$ cat config.mk
export PLATFORM = sky130hd
export DESIGN_NAME = mem_arbiter
export DESIGN_NICKNAME = d
export VERILOG_FILES = /design/src/rtl/mem_arbiter.sv
export SDC_FILE = /design/constraint.sdc
export NUM_CORES = 1
export LEC_CHECK = 0
export CAP_MARGIN = 0
export CORE_MARGIN = 1
export CORE_UTILIZATION = 32
export DETAILED_ROUTE_END_ITERATION = 10
export PLACE_DENSITY = 0.82
export SYNTH_ARGS = -nofsm -noshare
export SYNTH_HDL_FRONTEND = slang
export SYNTH_SLANG_ARGS = --single-unit
$ cat constraint.sdc
create_clock -name clk -period 2.7 [get_ports clk]
set_clock_uncertainty 0.15 [all_clocks]
set_input_delay 0.81 -clock clk [delete_from_list [all_inputs] [get_ports clk]]
set_output_delay 0.81 -clock clk [all_outputs]
set_load 0.005 [all_outputs]
$ cat src/rtl/mem_arbiter.sv
// -----------------------------------------------------------------------------
// mem_arbiter
//
// Sequencer and arbiter for the single shared main-memory port. It accepts
// block-fill requests from the I-cache and D-cache miss handlers plus
// single-word write-through stores from the D-cache. Transactions are
// serialised onto the memory. Issued and returned words are counted, and
// returned data is steered back to the cache that asked for it.
//
// Arbitration happens only in IDLE, with fixed priority store > D fill > I fill.
// A granted transaction is never preempted.
//
// Ports
//   clk, rst               system clock; synchronous active-high reset
//   i_req / i_addr         I-cache block-fill request, miss byte address
//   d_req / d_addr         D-cache block-fill request, miss byte address
//   d_wr_req / d_wr_addr / d_wr_data
//                          D-cache write-through store
//   mem_en / mem_wr / mem_addr / mem_wdata
//                          memory command port (one access per cycle)
//   mem_rdata / mem_valid  in-order read return from memory
//   fill_data / fill_word  returned word and its offset within the block
//   i_fill_we / d_fill_we  line write strobes for the owning cache
//   i_done / d_done        one-cycle pulse on the last word of a fill
//   d_wr_ack               one-cycle pulse when the store is issued
// -----------------------------------------------------------------------------
module mem_arbiter #(
    parameter int BLOCK_WORDS = 8,
    parameter int WORD_BITS   = 3
) (
    input  logic                 clk,
    input  logic                 rst,

    input  logic                 i_req,
    input  logic [15:0]          i_addr,
    input  logic                 d_req,
    input  logic [15:0]          d_addr,
    input  logic                 d_wr_req,
    input  logic [15:0]          d_wr_addr,
    input  logic [15:0]          d_wr_data,

    output logic                 mem_en,
    output logic                 mem_wr,
    output logic [15:0]          mem_addr,
    output logic [15:0]          mem_wdata,
    input  logic [15:0]          mem_rdata,
    input  logic                 mem_valid,

    output logic [15:0]          fill_data,
    output logic [WORD_BITS-1:0] fill_word,
    output logic                 i_fill_we,
    output logic                 d_fill_we,
    output logic                 i_done,
    output logic                 d_done,
    output logic                 d_wr_ack
);

    typedef enum logic [1:0] {
        IDLE   = 2'd0,
        WRITE  = 2'd1,
        FILL_I = 2'd2,
        FILL_D = 2'd3
    } state_e;

    // The issue counter needs one extra bit so it can rest at BLOCK_WORDS
    // once every read of the block has been sent.
    localparam int                    CNT_BITS    = WORD_BITS + 1;
    localparam logic [15:0]           OFFSET_MASK = 16'(2 * BLOCK_WORDS - 1);
    localparam logic [CNT_BITS-1:0]   ISSUE_FULL  = CNT_BITS'(BLOCK_WORDS);
    localparam logic [WORD_BITS-1:0]  LAST_WORD   = WORD_BITS'(BLOCK_WORDS - 1);

    state_e                state_q,     state_d;
    logic [CNT_BITS-1:0]   issue_cnt_q, issue_cnt_d;
    logic [WORD_BITS-1:0]  recv_cnt_q,  recv_cnt_d;
    logic [15:0]           base_q,      base_d;

    logic                  fill_is_d;
    logic                  last_word;

    assign fill_is_d = (state_q == FILL_D);
    assign last_word = (recv_cnt_q == LAST_WORD);

    // -------------------------------------------------------------------------
    // Next-state and output logic
    // -------------------------------------------------------------------------
    always_comb begin
        // NOTE: every signal written here gets a default first; a path that
        // skips an assignment would otherwise infer a latch.
        state_d     = state_q;
        issue_cnt_d = issue_cnt_q;
        recv_cnt_d  = recv_cnt_q;
        base_d      = base_q;

        mem_en      = 1'b0;
        mem_wr      = 1'b0;
        mem_addr    = '0;
        mem_wdata   = '0;
        fill_data   = '0;
        fill_word   = '0;
        i_fill_we   = 1'b0;
        d_fill_we   = 1'b0;
        i_done      = 1'b0;
        d_done      = 1'b0;
        d_wr_ack    = 1'b0;

        // Outputs are held at 0 while reset is asserted. This means a fill
        // aborted by reset can never emit a late strobe or done pulse in the
        // reset cycle itself.
        if (!rst) begin
            unique case (state_q)
                IDLE: begin
                    if (d_wr_req) begin
                        state_d = WRITE;
                    end else if (d_req) begin
                        state_d = FILL_D;
                        base_d  = d_addr & ~OFFSET_MASK;
                    end else if (i_req) begin
                        state_d = FILL_I;
                        base_d  = i_addr & ~OFFSET_MASK;
                    end
                end

                WRITE: begin
                    mem_en    = 1'b1;
                    mem_wr    = 1'b1;
                    mem_addr  = d_wr_addr;
                    mem_wdata = d_wr_data;
                    d_wr_ack  = 1'b1;
                    state_d   = IDLE;
                end

                FILL_I, FILL_D: begin
                    // Issue side: one read per cycle until the block is covered.
                    mem_addr = base_q + 16'({issue_cnt_q, 1'b0});
                    if (issue_cnt_q < ISSUE_FULL) begin
                        mem_en      = 1'b1;
                        issue_cnt_d = issue_cnt_q + 1'b1;
                    end

                    // Receive side. This runs independently of issue, so both
                    // can happen in the same cycle.
                    if (mem_valid) begin
                        fill_data  = mem_rdata;
                        fill_word  = recv_cnt_q;
                        i_fill_we  = !fill_is_d;
                        d_fill_we  = fill_is_d;
                        recv_cnt_d = recv_cnt_q + 1'b1;
                        if (last_word) begin
                            i_done      = !fill_is_d;
                            d_done      = fill_is_d;
                            issue_cnt_d = '0;
                            recv_cnt_d  = '0;
                            state_d     = IDLE;
                        end
                    end
                end

                default: state_d = IDLE;
            endcase
        end
    end

    // -------------------------------------------------------------------------
    // State registers
    // -------------------------------------------------------------------------
    always_ff @(posedge clk) begin
        // NOTE: non-blocking assignments keep every register sampling the
        // pre-edge values, whatever order the simulator evaluates blocks in.
        if (rst) begin
            state_q     <= IDLE;
            issue_cnt_q <= '0;
            recv_cnt_q  <= '0;
            base_q      <= '0;
        end else begin
            state_q     <= state_d;
            issue_cnt_q <= issue_cnt_d;
            recv_cnt_q  <= recv_cnt_d;
            base_q      <= base_d;
        end
    end

endmodule

==> key figures <==
Floorplanning
  • Initial Util: 34.1%
  • Die width: between 70 and 80 um
  • Die Y: about 74 um
  • Num ports: 144
  • DIE AREA: 5500 sq um
  • Area of the core: 4880 sq um
  • # rows: 25

STA
  • Slew Viols, Final: 0
  • Slew HR: between 70 and 80%
  • Highest clock rate: between 300 and 400 MHz
  • Final Hold Viols: 0
  • RSZ-0062 raised after global routing: true
  • # setup viols final: 15
  • Worst-Margin Slew: 0.300 ns
  • Min Clock Period, post-route: 2.80 ns
  • Period utilization: 104%
  • Fin worst setup slack: -0.0994 ns
  • Final hold slack: approximately 0.33 ns

Finish
  • Multi-input gate area: roughly 1300 sq um
  • Layout Utilization: 72.7%
  • NumNets Final: 464
  • FF+latch area: 428 sq um
  • Fillcell total: 343
  • Share of layout cells above drive strength 1: 36.8%
  • Non-Filler Instances: 439
  • N_diodes: 0
  • Synthesis-to-finish area growth: 113%

Place
  • Port buffer count: 135
  • Placed Cells: 414
  • Place WS: -0.769 ns
  • Placer Congestion: about 0.82
  • HPWL Detailed: 4.52 mm

Route
  • WL/cell: 15.0 um
  • DRC viols: 0
  • Average vias per placed instance: 4.88
  • Vias: about 2100
  • First-pass detailed-route iteration total: 4
  • Final wirelength: 6.59 mm
  • DR iter-0 viols: 63
  • ANT nets after route: 0

Synth
  • #FFs+latches synth: 21
  • Cell count after synthesis: 201
  • EDFF count, synth: 0
  • Sequential share of the synthesized area: 25.2%
  • Top FF cell, synth: dfxtp_1
  • Synth async-reset ratio: 0%
  • Syn nets: between 200 and 300
  • Synth Warn #: 0
  • Netlist cell types: 34
  • Post-Syn Area: 1670 sq um
  • Avg Cell Area, Syn: just over 8 sq um

Clock network
  • Clk buf depth: 2
  • Clock Latency Late Sink: 0.26 ns
  • CTS clk-pin slew, worst paths: 0.07 ns
  • CTS tree: done
  • CTS Sinks: 21
  • H-tree depth: 1
  • Root Driver: clkbuf_8
  • Num CTS Buffers: 3

Critical path
  • Critical Path RT: 1.74 ns
  • Worst Path Max Fanout: 6
  • Critical path origin: rst
  • Setup Crit Path Kind: in -> out
  • Setup crit start kind: input pin
  • CP Capture Type: output pin
  • WP data arrival: 1.84 ns
  • Worst R2R Start: state_q[1]$_SDFFE_PP0P_

Global route
  • Antenna violations before repair: 0
  • GRT Total Usage: ~23%
  • Global-route wire length before repair: 9.82 mm
  • Vias in the first global route: 2086
  • Largest net degree at the start of global routing: 25
  • Overflow after GRT: 0

Pwr
  • Pwr dens: between 200 and 300 nW/um^2
  • Leakage power: 1.66 nW
  • Peak supply drop: 309 uV

Worst hold path
  • Worst Hold Class: reg -> reg
  • HP Start: recv_cnt_q[2]$_SDFFE_PP0P_

Flow run
  • Maxcap violations: 0

Outcome
  • Run status: finished, violations left
  • Violations in the final reports: setup timing
[layout make-up]
type                    count  area share, %
repair buffers            183           48.5
flip-flops and latches     21           12.1
clock buffers               4           1.27
well taps                  67           2.36
multi-input cells         162           35.6
inverters                   2          0.212
[critical path, cell delays in order]
cell and delay [ns]:
buf_8 0.08, and2b_2 0.24, buf_6 0.14, buf_12 0.12, buf_16 0.12, a22o_4 0.21, clkbuf_2 0.10
[stage by stage]
step                      TNS, ns  total power, mW  area [sq um]
after floorplan                 0            0.523          1670
after global placement     -38.41            0.745          3230
after detailed placement   -39.48            0.756          3230
after CTS                   -1.29            0.997          3480
after global routing        -1.63             1.07          3550
final                       -1.03             1.01          3550
[where the power goes]
| group | switching, mW | internal [mW] |
|---|---|---|
| registers | 0.0237 | 0.334 |
| logic | 0.170 | 0.278 |
| clock network | 0.0990 | 0.105 |
| total | 0.293 | 0.717 |
[placed cells by master, fill, tap and decap left out, types with 3 or more instances in the layout]
master           instances
and3_4                   8
buf_2                   22
buf_8                    3
dfxtp_1                 19
clkbuf_8                 3
clkdlybuf4s15_1          7
xor2_1                   8
buf_12                   3
mux2i_1                 13
nor3_1                   5
xnor2_1                  5
buf_4                   31
a211oi_1                 5
clkdlybuf4s50_1         75
a21oi_1                  5
ha_1                     3
nor2_1                  26
nand2_1                  8
buf_6                   24
nand3_1                  4
nor3_2                   3
a22o_1                  13
and3_1                  11
clkbuf_2                 8
and2_1                  11
a211oi_2                 8
dlygate4sd2_1            7
and2_4                   8
[sequential cells by signal, indices dropped and copies added (netlist names)]
| register | flops |
|---|---|
| recv_cnt_q | 3 |
| issue_cnt_q | 4 |
| state_q | 2 |
| base_q | 12 |
[metal layers]
| layer | GRT usage [%] | wire length [um] | vias to the layer above |
|---|---|---|---|
| li1 | - | - | 1061 |
| met1 | 25.8 | 2580 | 990 |
| met2 | 43.8 | 3470 | 77 |
| met5 | 0 | 0 | - |
| met4 | 6.84 | 143 | 0 |
| met3 | 4.34 | 400 | 15 |
[synth_stat cells, drive strengths merged (5+ instances only)]
| library cell | count | share of area (%) |
|---|---|---|
| nor2 | 27 | 6.1 |
| dfxtp | 21 | 25 |
| and2 | 19 | 7.1 |
| and3 | 19 | 7.1 |
| a22o | 14 | 7.4 |
| a211oi | 13 | 8.3 |
| mux2i | 13 | 7.8 |
| buf | 9 | 3.4 |
| nand2 | 9 | 2.0 |
| nor3 | 8 | 3.0 |
| xor2 | 8 | 4.2 |
| clkbuf | 7 | 1.7 |
| a21oi | 5 | 1.5 |
| ha | 5 | 3.8 |
| xnor2 | 5 | 2.6 |
[logic make-up after synthesis]
family / after synthesis / synth area share, %
flip-flops: 21 / 25.2
XOR/XNOR: 13 / 6.84
buffers and inverters: 18 / 5.48
adder cells (fa/ha/maj): 5 / 3.76
AO/OA/AOI/OAI: 36 / 19.5
multiplexers: 13 / 7.81
AND/OR/NAND/NOR: 95 / 31.3
[worst paths after layout]
path / slack [ns] / cells past startpoint / end
setup reg to reg: 1.03 / 5 / base_q[6]$_SDFFE_PP0P_
hold / removal: 0.33 / 2 / recv_cnt_q[2]$_SDFFE_PP0P_
hold reg to reg: 0.33 / 2 / recv_cnt_q[2]$_SDFFE_PP0P_
setup / recovery: -0.1 / 7 / mem_addr[15]
[what timing repair did]
| item | 4_1_cts | 5_1_grt |
|---|---|---|
| gates cloned | 3 | 1 |
| hold buffers | 0 | 0 |
| endpoints found under the setup margin | 58 | 47 |
| resized for setup | 231 | 34 |
| pin swaps | 16 | 6 |
| buffers inserted | 18 | 1 |
No activity file was read; power rests on OpenSTA's default activity.
